<file path="src/rtl/psum_drain.sv">
// psum_drain: drains 3x6 PE partial-sum words from a FIFO, accumulates them
// over a configurable number of input-channel passes, then quantizes the
// accumulators to bytes and streams the group out as three 6-byte rows.

// Per-element quantizer: arithmetic shift followed by ReLU/u8 or s8 clamp.
module psum_quant #(
  parameter int ACC_WIDTH = 20
) (
  input  logic [ACC_WIDTH-1:0] acc,
  input  logic [4:0]           shift,
  input  logic                 relu,
  output logic [7:0]           q
);
  localparam logic signed [ACC_WIDTH-1:0] U8_MAX = ACC_WIDTH'(255);
  localparam logic signed [ACC_WIDTH-1:0] S8_MAX = ACC_WIDTH'(127);
  localparam logic signed [ACC_WIDTH-1:0] S8_MIN = ACC_WIDTH'(-128);

  logic signed [ACC_WIDTH-1:0] sh;

  assign sh = $signed(acc) >>> shift;

  // Clamp the shifted value into the selected byte range.
  always_comb begin
    q = sh[7:0];
    if (relu) begin
      if (sh < 0)           q = 8'h00;
      else if (sh > U8_MAX) q = 8'hFF;
    end else begin
      if (sh > S8_MAX)      q = 8'h7F;
      else if (sh < S8_MIN) q = 8'h80;
    end
  end
endmodule

module psum_drain #(
  parameter int PSUM_WIDTH = 16,
  parameter int ACC_WIDTH  = PSUM_WIDTH + 4
) (
  input  logic                     clk,
  input  logic                     rst,
  input  logic                     clear_i,
  input  logic [3:0]               cfg_num_ch_i,
  input  logic [4:0]               cfg_shift_i,
  input  logic                     cfg_relu_i,
  input  logic                     fifo_empty_i,
  input  logic [18*PSUM_WIDTH-1:0] fifo_dout_i,
  output logic                     fifo_rd_en_o,
  output logic                     out_valid_o,
  input  logic                     out_ready_i,
  output logic [47:0]              out_data_o,
  output logic [1:0]               out_row_o,
  output logic                     out_last_o,
  output logic                     busy_o
);
  localparam int NE = 18;

  typedef enum logic [1:0] {S_IDLE, S_CAPT, S_OUT} state_t;

  state_t     state_q, state_d;
  logic       rd_q, rd_d;
  logic [3:0] ch_cnt, ch_d;
  logic [1:0] row_cnt, row_d;

  logic [3:0] num_ch;
  logic [4:0] shift;
  logic       relu;

  logic [NE-1:0][ACC_WIDTH-1:0] acc;
  logic [NE-1:0][ACC_WIDTH-1:0] psext;
  logic [NE-1:0][7:0]           qb;
  logic [2:0][47:0]             rows;

  logic [3:0] cfg_ch_eff;
  logic [3:0] num_eff;
  logic       last_ch;
  logic       xfer;

  // A zero channel count means a single pass; the first capture of a group
  // uses the live config since num_ch is only being latched in that cycle.
  assign cfg_ch_eff = (cfg_num_ch_i == 4'd0) ? 4'd1 : cfg_num_ch_i;
  assign num_eff    = (ch_cnt == 4'd0) ? cfg_ch_eff : num_ch;
  assign last_ch    = (ch_cnt == num_eff - 4'd1);
  assign xfer       = out_valid_o && out_ready_i;

  // Per-element sign extension, quantization and row packing.
  for (genvar e = 0; e < NE; e++) begin : g_lane
    assign psext[e] = ACC_WIDTH'($signed(fifo_dout_i[e*PSUM_WIDTH +: PSUM_WIDTH]));
    psum_quant #(.ACC_WIDTH(ACC_WIDTH)) u_quant (
      .acc   (acc[e]),
      .shift (shift),
      .relu  (relu),
      .q     (qb[e])
    );
  end

  for (genvar r = 0; r < 3; r++) begin : g_row
    assign rows[r] = qb[r*6 +: 6];
  end

  // State, read strobe and counters.
  always_ff @(posedge clk) begin
    if (rst) begin
      state_q <= S_IDLE;
      rd_q    <= 1'b0;
      ch_cnt  <= 4'd0;
      row_cnt <= 2'd0;
    end else begin
      state_q <= state_d;
      rd_q    <= rd_d;
      ch_cnt  <= ch_d;
      row_cnt <= row_d;
    end
  end

  // Next state: the read strobe is issued from S_IDLE (or pre-armed on the
  // final row transfer) and the word is captured in the following cycle.
  always_comb begin
    state_d = state_q;
    rd_d    = 1'b0;
    ch_d    = ch_cnt;
    row_d   = row_cnt;
    case (state_q)
      S_IDLE: begin
        if (rd_q)               state_d = S_CAPT;
        else if (!fifo_empty_i) rd_d    = 1'b1;
      end
      S_CAPT: begin
        if (last_ch) begin
          ch_d    = 4'd0;
          state_d = S_OUT;
        end else begin
          ch_d    = ch_cnt + 4'd1;
          state_d = S_IDLE;
        end
      end
      S_OUT: begin
        if (xfer) begin
          if (row_cnt == 2'd2) begin
            row_d   = 2'd0;
            state_d = S_IDLE;
            rd_d    = !fifo_empty_i;
          end else begin
            row_d   = row_cnt + 2'd1;
          end
        end
      end
      default: state_d = S_IDLE;
    endcase
    if (clear_i) begin
      state_d = S_IDLE;
      rd_d    = 1'b0;
      ch_d    = 4'd0;
      row_d   = 2'd0;
    end
  end

  // Outputs are decoded from registered state only; data is gated off
  // outside S_OUT so an aborted group leaves nothing on the bus.
  always_comb begin
    fifo_rd_en_o = rd_q;
    out_valid_o  = (state_q == S_OUT);
    out_row_o    = 2'd0;
    out_last_o   = 1'b0;
    out_data_o   = 48'd0;
    busy_o       = (state_q != S_IDLE) || (ch_cnt != 4'd0);
    if (state_q == S_OUT) begin
      out_row_o  = row_cnt;
      out_last_o = (row_cnt == 2'd2);
      case (row_cnt)
        2'd1:    out_data_o = rows[1];
        2'd2:    out_data_o = rows[2];
        default: out_data_o = rows[0];
      endcase
    end
  end

  // Accumulators and per-group config; the first pass loads, later passes
  // add with plain wrap-around. A clear drops the word being captured.
  always_ff @(posedge clk) begin
    if (rst) begin
      acc    <= '0;
      num_ch <= 4'd1;
      shift  <= 5'd0;
      relu   <= 1'b1;
    end else if (!clear_i && state_q == S_CAPT) begin
      if (ch_cnt == 4'd0) begin
        acc    <= psext;
        num_ch <= cfg_ch_eff;
        shift  <= cfg_shift_i;
        relu   <= cfg_relu_i;
      end else begin
        for (int e = 0; e < NE; e++) acc[e] <= acc[e] + psext[e];
      end
    end
  end
endmodule

</file>
<file path="config.mk">
export PLATFORM = sky130hd
export DESIGN_NAME = psum_drain
export DESIGN_NICKNAME = d
export VERILOG_FILES = /design/src/rtl/psum_drain.sv
export SDC_FILE = /design/constraint.sdc
export NUM_CORES = 2
export LEC_CHECK = 0
export BUFFER_PORTS_ARGS = -buffer_cell sky130_fd_sc_hd__buf_2
export CAP_MARGIN = 30
export CORE_ASPECT_RATIO = 2
export CORE_MARGIN = 3
export CORE_UTILIZATION = 51
export DETAILED_ROUTE_END_ITERATION = 16
export PLACE_DENSITY = 0.68
export SLEW_MARGIN = 20
export SYNTH_ARGS = -nofsm -noshare
export SYNTH_HDL_FRONTEND = slang
export SYNTH_SLANG_ARGS = --single-unit
</file>
<file path="constraint.sdc">
create_clock -name clk -period 3.6 [get_ports clk]
set_input_delay 0.18 -clock clk [delete_from_list [all_inputs] [get_ports clk]]
set_output_delay 0.18 -clock clk [all_outputs]
set_load 0.05 [all_outputs]
</file>
==> results.yml <==
timing:
  rsz0062_at_grt: "yes"
  clock_skew_ps: 26.39
  worst_hold_slack_ps: 12.28
  relSlewSlack_pct: 26.46
  post-route-period-util_pct: 123.6
  setup_tns_ps: -33000
  period_minus_slack_ps: 4450
  hold_violations: 0
  finalSetupViolCount: 48
  post-route-worst-setup-slack_ps: -850.4
  drv_slew: 0
  fmax_mhz: 224.7
  worstMarginPinSlew_ps: 1103
finish:
  final_common_cell: "nand2_1"
  final.fill_count: 8464
  drive_above_1_share_pct: 26.42
  seq_area_mm2: 0.007607
  nets: 8627
  multi_input_area_mm2: 0.04380
  area_delta_synth_final_pct: 32.04
  final_cells: 9341
  stdcell_area_mm2: 0.06876
  final_cell_mix: "836 x nand2_1, 772 x buf_4, 629 x nor2_1"
die:
  fp.dieW_um: 232.0
  initial_utilization_pct: 51.48
  coreArea_mm2: 0.1012
  die_area_mm2: 0.1062
  chipHeight_um: 457.9
  io_pins: 357
  num_rows: 165
clock_network:
  cts_max_level: 2
  clock_path_buffers: 3
  cts_tree: "yes"
  clock_sinks: 379
  cts_root_buf: "clkbuf_16"
  clk_pin_slew_worst_paths_ps: 80
  cts_buffers: 42
  clk_latency_ps: 630
global_route:
  globalRouteTotalUtil_pct: 46.91
  grt_pass1_vias: 60810
  antenna_found_initial: 20
  grt_pass1_wl_um: 382100
  grt.overflow.total: 0
  grt_max_degree: 135
pwr:
  power_frac_seq_pct: 36.4
  p_sw_share_pct: 32.45
  clockPowerShare_pct: 38.4
  power.density_mw_per_mm2: 173.5
  switchingPower_mw: 3.872
  total_power_mw: 11.93
  p_int_mw: 8.060
  vdd_drop_max_uv: 344.0
  p_leak_nw: 27.55
  pwr-share-comb_pct: 25.2
setup_path:
  end_kind: "output port"
  cp-start-kind: "flip-flop"
  timing.rr.start: "acc[141]$_SDFFE_PP0P_"
  cp_max_fo: 7
  r2r-end: "acc[159]$_SDFFE_PP0P_"
  r2r_slack_ps: 180
  critPathKind: "reg2out"
  rr_worst_depth: 11
  worstPathRequired_ps: 3420
  cp.arrival_ps: 4270
hold_path:
  min-delay-start: "fifo_dout_i[267]"
  hold_class: "in2reg"
  hold_depth: 5
  hold_end: "acc[331]$_SDFFE_PP0P_"
place:
  dpl.cell_count: 8825
  placedInstanceArea_mm2: 0.05995
  port_buffers: 356
  gp_congestion: 1.097
  dp_hpwl_um: 191300
synthesis:
  synth.distinct_cells: 101
  synth-edff-count: 0
  synth_seq_area_share_pct: 14.57
  synthCells: 6881
  ys_async_sr_fraction_pct: 0
  synth-warning-count: 0
  synth_nets: 7550
  avgSynthCellArea_um2: 7.568
  synth_seq_cells: 379
  ys.flop_type: "dfxtp_1"
  netlist_area_mm2: 0.05208
route:
  dr_wl_met2_um: 112800
  routed_wl_um: 260400
  drc: 0
  wl_met3_um: 30620
  highest_layer: "met5"
  drtAntennaViolNets: 0
  vias_per_cell: 6.940
  dr.pass1.iters: 8
  wl_met1_um: 92900
  drt_iter0_drc: 8443
  wl_per_cell_um: 27.87
  via_count: 64820
status:
  violations: "setup timing"
  outcome: "finished with violations"
flow_run:
  maxCapViolCount: 0
per-stage QoR:
step           worst slack, ps  utilization, %
2_1_floorplan           -451.2               -
3_3_place_gp            -529.1           59.27
3_5_place_dp            -518.1           59.27
4_1_cts                 -732.4           66.22
5_1_grt                 -901.5           67.95
6_report                -850.4           67.97
how the worst max path moves through the flow:
stage | end | slack, ps | from | cells after the start
global placement | out_data_o[45] | -530 | shift[1]$_SDFFE_PP0P_ | 15
CTS | out_data_o[27] | -730 | shift[0]$_SDFFE_PP0P_ | 15
finish | out_data_o[18] | -850 | shift[1]$_SDFFE_PP0P_ | 15
floorplan | out_data_o[9] | -450 | shift[0]$_SDFFE_PP0P_ | 16
global route | out_data_o[42] | -900 | shift[1]$_SDFFE_PP0P_ | 17
detailed placement | out_data_o[45] | -520 | shift[1]$_SDFFE_PP0P_ | 15
state kept, by name (all words and copies together), names as in the netlist:
name          count
ch_cnt            4
acc             360
num_ch            4
relu              1
shift             5
row_cnt           2
state_q           2
fifo_rd_en_o      1
critical path, stage by stage (launching register included):
cell and delay, ps:
dfxtp_4 430, buf_8 160, buf_12 190, buf_12 140
buf_16 120, mux2_4 300, o21a_1 180, mux4_2 520
buf_6 150, nand3_2 80, a41oi_2 160, buf_6 170
o31ai_4 390, and2_4 270, o32ai_4 110, buf_12 220
Yosys cell counts, types with 44 or more instances:
library cell | number | area (µm²)
mux4_2 | 256 | 5766
clkbuf_1 | 323 | 1212
and3_1 | 76 | 475.5
o21ai_0 | 528 | 2643
nand3_1 | 141 | 705.7
ha_1 | 348 | 4354
inv_1 | 152 | 570.6
a311oi_1 | 163 | 1428
or3_1 | 86 | 538.0
dfxtp_1 | 379 | 7587
o211ai_1 | 79 | 593.1
o21a_1 | 70 | 525.5
a21oi_1 | 637 | 3188
buf_2 | 89 | 445.4
mux2i_1 | 227 | 2272
a211oi_1 | 224 | 1682
nand2b_1 | 73 | 456.7
nand2_1 | 854 | 3206
and2_1 | 50 | 312.8
mux2_2 | 78 | 878.3
a31oi_1 | 98 | 613.1
buf_4 | 44 | 330.3
xor2_1 | 62 | 543.0
nor2_1 | 653 | 2451
buf_1 | 45 | 168.9
nor3_1 | 174 | 870.8
nor2b_1 | 104 | 650.6
a21o_1 | 74 | 555.5
xnor2_1 | 162 | 1419
power by group through the flow:
| stage | logic (mW) | clock network (mW) | registers [mW] |
|---|---|---|---|
| 2_1_floorplan | 1.46 | 0 | 4.38 |
| 3_3_place_gp | 2.35 | 0 | 4.43 |
| 3_5_place_dp | 2.40 | 0 | 4.43 |
| 4_1_cts | 2.77 | 4.59 | 4.34 |
| 5_1_grt | 3.19 | 4.71 | 4.34 |
| 6_report | 3.00 | 4.58 | 4.35 |
metal layers:
layer	global-route usage, %	up-vias
met4	32.86	14
met2	71.89	4470
li1	-	28200
met1	56.95	30900
met5	1.213	-
met3	12.16	1239
area by class of cell:
type,instances,share of cell area [%]
Sequential cell,379,11.06
Antenna cell,15,0.05459
Tap cell,1336,2.431
Multi-Input combinational cell,5816,63.70
Inverter,159,0.8971
Clock inverter,13,0.1692
Clock buffer,63,1.805
Timing Repair Buffer,1560,19.88
logic make-up (layout without fill, tap and decap cells):
group           count (synthesis)  in the layout  share of synthesized area (%)
other cells                     0             15                              0
simple gates                 2350           2350                          20.52
compound gates               2307           2307                          28.66
flops                         379            379                          14.57
buf+inv                       686           1795                          5.901
mux                           569            569                          17.52
xor+xnor                      224            224                          3.767
fa+ha+maj                     366            366                          9.053
repair_timing:
item / in CTS / in global routing
endpoints found under the hold margin: 300 / 0
gates resized for setup: 461 / 261
gates cloned: 19 / 10
endpoints found under the setup margin: 49 / 56
hold buffers: 279 / 0
pin swaps: 120 / 121
setup buffers: 72 / 67
Note: power is estimated with default switching activity, not from simulation.
